--- config.mk ---
export PLATFORM = sky130hd
export DESIGN_NAME = alu_regfile_core
export DESIGN_NICKNAME = d
export VERILOG_FILES = /design/src/rtl/alu_pkg.sv /design/src/rtl/alu_mul_seq.sv /design/src/rtl/alu_regfile_core.sv
export SDC_FILE = /design/constraint.sdc
export NUM_CORES = 1
export LEC_CHECK = 0
export CORE_MARGIN = 2
export CORE_UTILIZATION = 55
export DETAILED_ROUTE_END_ITERATION = 8
export HOLD_SLACK_MARGIN = 0.08
export MAX_ROUTING_LAYER = met4
export PLACE_DENSITY = 0.83
export REMOVE_ABC_BUFFERS = 1
export SLEW_MARGIN = 25
export SYNTH_ARGS = -nofsm -noshare
export SYNTH_HDL_FRONTEND = slang
export SYNTH_HIERARCHICAL = 1
export SYNTH_SLANG_ARGS = --single-unit
--- constraint.sdc ---
create_clock -name clock -period 6.62 [get_ports clock]
set_clock_uncertainty 0.2 [all_clocks]
set_input_delay 0.993 -clock clock [delete_from_list [all_inputs] [get_ports clock]]
set_output_delay 0.993 -clock clock [all_outputs]
set_load 0.03 [all_outputs]
--- src/rtl/alu_pkg.sv ---
// alu_pkg: opcode encodings and flag bit positions shared by the ALU core and its bench
package alu_pkg;
  typedef enum logic [3:0] {
    OP_ADD  = 4'h0,
    OP_SUB  = 4'h1,
    OP_SHL  = 4'h2,
    OP_SHR  = 4'h3,
    OP_PASS = 4'h4,
    OP_AND  = 4'h5,
    OP_OR   = 4'h6,
    OP_XOR  = 4'h7,
    OP_NAND = 4'h8,
    OP_NOR  = 4'h9,
    OP_XNOR = 4'hA,
    OP_NOT  = 4'hB,
    OP_NEG  = 4'hC,
    OP_MUL  = 4'hD,
    OP_SWAP = 4'hE,
    OP_LOAD = 4'hF
  } op_e;
  localparam int FLAG_Z = 0;
  localparam int FLAG_N = 1;
  localparam int FLAG_C = 2;
  localparam int FLAG_V = 3;
endpackage

--- src/rtl/alu_mul_seq.sv ---
// alu_mul_seq: unsigned shift-add multiplier, one multiplier bit per cycle
module alu_mul_seq #(
  parameter int WIDTH = 8
) (
  input  logic               clock,
  input  logic               reset,
  input  logic               start,
  input  logic [WIDTH-1:0]   a,
  input  logic [WIDTH-1:0]   b,
  output logic               busy,
  output logic               done,
  output logic [2*WIDTH-1:0] product
);
  localparam int CW = $clog2(WIDTH + 1);
  logic [2*WIDTH-1:0] mcand_q, mcand_d, acc_q, acc_d, addend;
  logic [WIDTH-1:0]   mplier_q, mplier_d;
  logic [CW-1:0]      cnt_q, cnt_d;
  logic               busy_q, busy_d;
  assign addend  = mplier_q[0] ? mcand_q : '0;
  assign product = acc_q + addend;
  assign busy    = busy_q;
  assign done    = busy_q && (cnt_q == CW'(1));
  // load operands on start, otherwise accumulate one partial product per cycle
  always_comb begin
    mcand_d  = mcand_q;
    mplier_d = mplier_q;
    acc_d    = acc_q;
    cnt_d    = cnt_q;
    busy_d   = busy_q;
    if (start) begin
      mcand_d  = {{WIDTH{1'b0}}, a};
      mplier_d = b;
      acc_d    = '0;
      cnt_d    = CW'(WIDTH);
      busy_d   = 1'b1;
    end else if (busy_q) begin
      acc_d    = product;
      mcand_d  = mcand_q << 1;
      mplier_d = mplier_q >> 1;
      cnt_d    = cnt_q - CW'(1);
      busy_d   = cnt_q != CW'(1);
    end
  end
  // state register; reset aborts any multiplication in flight
  always_ff @(posedge clock) begin
    if (reset) begin
      mcand_q  <= '0;
      mplier_q <= '0;
      acc_q    <= '0;
      cnt_q    <= '0;
      busy_q   <= 1'b0;
    end else begin
      mcand_q  <= mcand_d;
      mplier_q <= mplier_d;
      acc_q    <= acc_d;
      cnt_q    <= cnt_d;
      busy_q   <= busy_d;
    end
  end
endmodule

--- src/rtl/alu_regfile_core.sv ---
// alu_regfile_core: register file plus ALU with single-cycle ops and a sequential multiplier
module alu_regfile_core
  import alu_pkg::*;
#(
  parameter int WIDTH    = 8,
  parameter int NUM_REGS = 4,
  localparam int AW      = $clog2(NUM_REGS)
) (
  input  logic             clock,
  input  logic             reset,
  input  logic             op_valid,
  output logic             ready,
  input  logic [3:0]       opcode,
  input  logic [AW-1:0]    src_a,
  input  logic [AW-1:0]    src_b,
  input  logic [AW-1:0]    dst,
  input  logic [WIDTH-1:0] data_in,
  output logic [WIDTH-1:0] y,
  output logic [WIDTH-1:0] y_hi,
  output logic [3:0]       flags,
  output logic             busy,
  output logic             done,
  output logic             overrun
);
  localparam logic [WIDTH-1:0] MIN_NEG = {1'b1, {(WIDTH-1){1'b0}}};
  logic [WIDTH-1:0]   regs_q [NUM_REGS];
  logic [WIDTH-1:0]   regs_d [NUM_REGS];
  logic [WIDTH-1:0]   y_q, y_d, y_hi_q, y_hi_d;
  logic [3:0]         flags_q, flags_d;
  logic [AW-1:0]      dst_q, dst_d;
  logic               done_q, done_d, overrun_q, overrun_d;
  logic [WIDTH-1:0]   a, b, res;
  logic [WIDTH:0]     sum, diff;
  logic               c, v, accept, mul_start, mul_busy, mul_done;
  logic [2*WIDTH-1:0] product;
  op_e                op;
  assign op        = op_e'(opcode);
  assign a         = regs_q[src_a];
  assign b         = regs_q[src_b];
  assign accept    = op_valid && !mul_busy;
  assign mul_start = accept && (op == OP_MUL);
  assign ready     = !mul_busy;
  assign busy      = mul_busy;
  assign y         = y_q;
  assign y_hi      = y_hi_q;
  assign flags     = flags_q;
  assign done      = done_q;
  assign overrun   = overrun_q;
  alu_mul_seq #(.WIDTH(WIDTH)) u_mul (
    .clock   (clock),
    .reset   (reset),
    .start   (mul_start),
    .a       (a),
    .b       (b),
    .busy    (mul_busy),
    .done    (mul_done),
    .product (product)
  );
  // single-cycle result with carry/borrow and overflow for the flag-updating ops
  always_comb begin
    sum  = {1'b0, a} + {1'b0, b};
    diff = {1'b0, a} - {1'b0, b};
    res  = '0;
    c    = 1'b0;
    v    = 1'b0;
    case (op)
      OP_ADD: begin
        res = sum[WIDTH-1:0];
        c   = sum[WIDTH];
        v   = (a[WIDTH-1] == b[WIDTH-1]) && (res[WIDTH-1] != a[WIDTH-1]);
      end
      OP_SUB: begin
        res = diff[WIDTH-1:0];
        c   = diff[WIDTH];
        v   = (a[WIDTH-1] != b[WIDTH-1]) && (res[WIDTH-1] != a[WIDTH-1]);
      end
      OP_SHL: begin
        res = {a[WIDTH-2:0], 1'b0};
        c   = a[WIDTH-1];
      end
      OP_SHR: begin
        res = {1'b0, a[WIDTH-1:1]};
        c   = a[0];
      end
      OP_PASS: res = a;
      OP_AND:  res = a & b;
      OP_OR:   res = a | b;
      OP_XOR:  res = a ^ b;
      OP_NAND: res = ~(a & b);
      OP_NOR:  res = ~(a | b);
      OP_XNOR: res = ~(a ^ b);
      OP_NOT:  res = ~a;
      OP_NEG: begin
        res = -a;
        v   = a == MIN_NEG;
      end
      default: res = '0;
    endcase
  end
  // architectural update: multiplier completion, or an accepted request; busy requests only flag overrun
  always_comb begin
    regs_d    = regs_q;
    y_d       = y_q;
    y_hi_d    = y_hi_q;
    flags_d   = flags_q;
    dst_d     = dst_q;
    done_d    = 1'b0;
    overrun_d = overrun_q || (op_valid && mul_busy);
    if (mul_done) begin
      regs_d[dst_q]   = product[WIDTH-1:0];
      y_d             = product[WIDTH-1:0];
      y_hi_d          = product[2*WIDTH-1:WIDTH];
      flags_d[FLAG_Z] = product[WIDTH-1:0] == '0;
      flags_d[FLAG_N] = product[WIDTH-1];
      flags_d[FLAG_C] = |product[2*WIDTH-1:WIDTH];
      flags_d[FLAG_V] = |product[2*WIDTH-1:WIDTH];
      done_d          = 1'b1;
    end else if (accept) begin
      done_d = op != OP_MUL;
      dst_d  = dst;
      if (op == OP_SWAP) begin
        regs_d[src_a] = b;
        regs_d[src_b] = a;
      end else if (op == OP_LOAD) begin
        regs_d[dst] = data_in;
      end else if (op != OP_MUL) begin
        regs_d[dst]     = res;
        y_d             = res;
        y_hi_d          = '0;
        flags_d[FLAG_Z] = res == '0;
        flags_d[FLAG_N] = res[WIDTH-1];
        flags_d[FLAG_C] = c;
        flags_d[FLAG_V] = v;
      end
    end
  end
  // state register with synchronous reset taking priority over any request
  always_ff @(posedge clock) begin
    if (reset) begin
      regs_q    <= '{default: '0};
      y_q       <= '0;
      y_hi_q    <= '0;
      flags_q   <= '0;
      dst_q     <= '0;
      done_q    <= 1'b0;
      overrun_q <= 1'b0;
    end else begin
      regs_q    <= regs_d;
      y_q       <= y_d;
      y_hi_q    <= y_hi_d;
      flags_q   <= flags_d;
      dst_q     <= dst_d;
      done_q    <= done_d;
      overrun_q <= overrun_d;
    end
  end
endmodule
==> results.json <==
{
  "worstPathArrival_ns": 5.39,
  "hold_path.class": "reg2reg",
  "io_buffer_count": 44,
  "final_area_mm2": 0.00923,
  "synth.area.top_cells": "dfxtp_1 24%, ha_1 6.2%, a221oi_1 5.2%",
  "synth_enable_flop_cells": 0,
  "ys_ff_latch": 100,
  "cp.required_ns": 6.71,
  "dp_hpwl_um": 20900,
  "gr-total-overflow": 0,
  "fmax_mhz": 189,
  "synth.cell_area_mm2": 0.00841,
  "initial_core_util_pct": 55.7,
  "post-route-util_pct": 61.2,
  "rsz0062_at_grt": "false",
  "startpoint_type": "input port",
  "worst-setup-path-type": "in2reg",
  "status": "finished clean",
  "cts.path.max_buffers": 2,
  "power_density_mw_per_mm2": 181,
  "grtUsageTotal_pct": 37.0,
  "critical_path.most_common_cell": "a221o_1",
  "power.leakage_uw": 0.00341,
  "yosysTopAreaCellShare_pct": 23.8,
  "dieArea_mm2": 0.0163,
  "p_sw_uw": 574,
  "placed_area_mm2": 0.00891,
  "p_sw_share_pct": 34.4,
  "setup-tns-final_ns": 0,
  "irDropWorstVdd_v": 0.000153,
  "grt_max_degree": 50,
  "synth_top_flop_cell": "dfxtp_1",
  "drt_first_pass_iters": 8,
  "async_reset_ff_share_pct": 0,
  "end_kind": "flop",
  "cts_tree": "yes",
  "crit_chain": "clkdlybuf4s50_1 > buf_4 > mux2_2 > o21ai_1 > inv_1 > ha_1 > fa_1 > a21o_1 > a211oi_1 > o21ai_0 > a221o_1 > a221o_1 > or3_1 > o22ai_2",
  "p_seq_share_pct": 38.3,
  "numCtsBuffers": 9,
  "coreArea_mm2": 0.0151,
  "cap_viol_max_count": 0,
  "n_antenna_cell": 0,
  "wirelength_um": 29500,
  "cpMaxStageDelayCell": "clkdlybuf4s50_1",
  "power.internal_uw": 1090,
  "fin_crit_ns": 5.30,
  "syn_area_per_cell_um2": 7.72,
  "drt_iter0_drc": 1042,
  "cts_resized": 0,
  "rows": 45,
  "netlist_instances": 1089,
  "finalNetCount": 1146,
  "dr_total_vias": 9011,
  "combinationalPowerShare_pct": 27.3,
  "antenna_found_initial": 0,
  "yosys_warnings": 6,
  "synth.largest_area_cell": "dfxtp_1",
  "power.share.clock_pct": 34.5,
  "grt_pass1_vias": 8302,
  "drive_above_1_share_pct": 8.66,
  "cts_htree_levels": 3,
  "die_height_um": 128,
  "cts.sinks": 100,
  "tightest_slew_ns": 1.12,
  "antenna_left": 0,
  "post-route-period-util_pct": 80.1,
  "setup_viol": 0,
  "cp_slowest_stage_delay_ns": 0.48,
  "wl_per_cell_um": 23.2,
  "drc_errors": 0,
  "root_buffer": "clkbuf_16",
  "crit_fanout": 30,
  "die_width_um": 128,
  "cts_setup_buffers": 0,
  "grt_first_pass_wirelength_um": 46100,
  "gp_congestion": 1.02,
  "syn_to_final_growth_pct": 9.70,
  "relSlewSlack_pct": 25.1,
  "yosysSeqAreaShare_pct": 23.8,
  "drv_slew": 0,
  "setup_ws_ns": 1.32,
  "finalHoldViolations": 0,
  "path_clk_slew_ns": 0.08,
  "vias_per_cell": 7.08,
  "synthTopCellsByCount": "113 x nor2_1, 100 x dfxtp_1, 89 x nand2_1, 68 x a21oi_1, 58 x clkbuf_1",
  "clock_latency_ns": 0.36,
  "yosysMostFrequentCell": "nor2_1",
  "top_level_ports": 45,
  "cts_hold_buf": 0,
  "ys_types": 91,
  "pre_cts_slack_ns": 1.06
}
==> critical path, delay by kind of cell <==
family / cells / cell delay [ns]
compound gates: 7 / 1.98
fa+ha+maj: 2 / 0.68
buf+inv: 3 / 0.94
mux: 1 / 0.39
simple gates: 1 / 0.39
==> path summary, 6_finish.rpt <==
check             cells after the start        to  slack, ns      start
setup / recovery                     14  flags[0]       1.32   src_b[1]
setup reg to reg                     11  flags[0]       2.49  regs_q[9]
hold reg to reg                       2      y[3]       0.26       y[3]
hold / removal                        2      y[3]       0.26       y[3]
==> cells in the final DEF, fill, tap and decap left out, types with 7 or more instances in the layout <==
master,count
xnor2_1,11
a221oi_1,50
and3_1,9
a31oi_1,14
nand4_1,8
a211oi_1,17
clkdlybuf4s50_1,43
nor3_1,14
mux2i_1,36
nand2b_1,14
o211ai_1,20
xor2_1,10
o22ai_1,33
a22oi_1,20
a21o_1,11
o21ai_1,7
inv_1,50
nor2b_1,10
clkbuf_16,9
nor3b_1,8
and2_1,30
buf_4,23
ha_1,42
nand2_1,89
o21ai_0,39
nand3_1,25
dfxtp_1,99
or3_1,8
nor2_1,110
a21oi_1,68
or2_2,7
nand3b_1,8
mux4_2,8
==> logic make-up after synthesis <==
kind of cell	count (synthesis)	synth area share, %
simple gates	374	22.4
compound gates	360	30.6
buf+inv	139	6.86
flops	100	23.8
mux	50	7.23
fa+ha+maj	45	6.96
xor+xnor	21	2.19
==> flip-flops by register name (all words and copies together), names as in the netlist, 2 cells and up <==
signal,cells
u_mul/mcand_q,16
u_mul/mplier_q,8
dst_q,2
flags,4
u_mul/acc_q,16
regs_q,32
y_hi,8
y,7
u_mul/cnt_q,4
==> cell type report <==
type | instances | area [um^2]
Clock inverter | 5 | 66.3
Sequential cell | 100 | 2000
Timing Repair Buffer | 67 | 608
Clock buffer | 11 | 243
Tap cell | 188 | 235
Multi-Input combinational cell | 850 | 5880
Inverter | 52 | 195
Fill cell | 1354 | 5860
==> power groups by stage <==
| stage | logic (uW) | clock network (uW) | registers (uW) |
|---|---|---|---|
| finish | 455 | 574 | 637 |
| global route | 483 | 603 | 639 |
| CTS | 437 | 583 | 636 |
| detailed placement | 434 | 0 | 650 |
| global placement | 433 | 0 | 650 |
| floorplan | 259 | 0 | 660 |
==> stage by stage <==
step                      power [uW]  instances  hold WS (ns)
after detailed placement        1080       1257         0.247
final                           1670       1273         0.258
after floorplan                  918       1002         0.244
after CTS                       1660       1273         0.262
after global routing            1730       1273         0.294
after global placement          1080       1257         0.240
==> layer usage <==
metal / wire [um] / track usage, %
met1: 12300 / 49.8
met2: 12300 / 53.9
met3: 3880 / 9.64
met4: 985 / 12.7
met5: 0 / -
(Power assumes the default switching activity.)
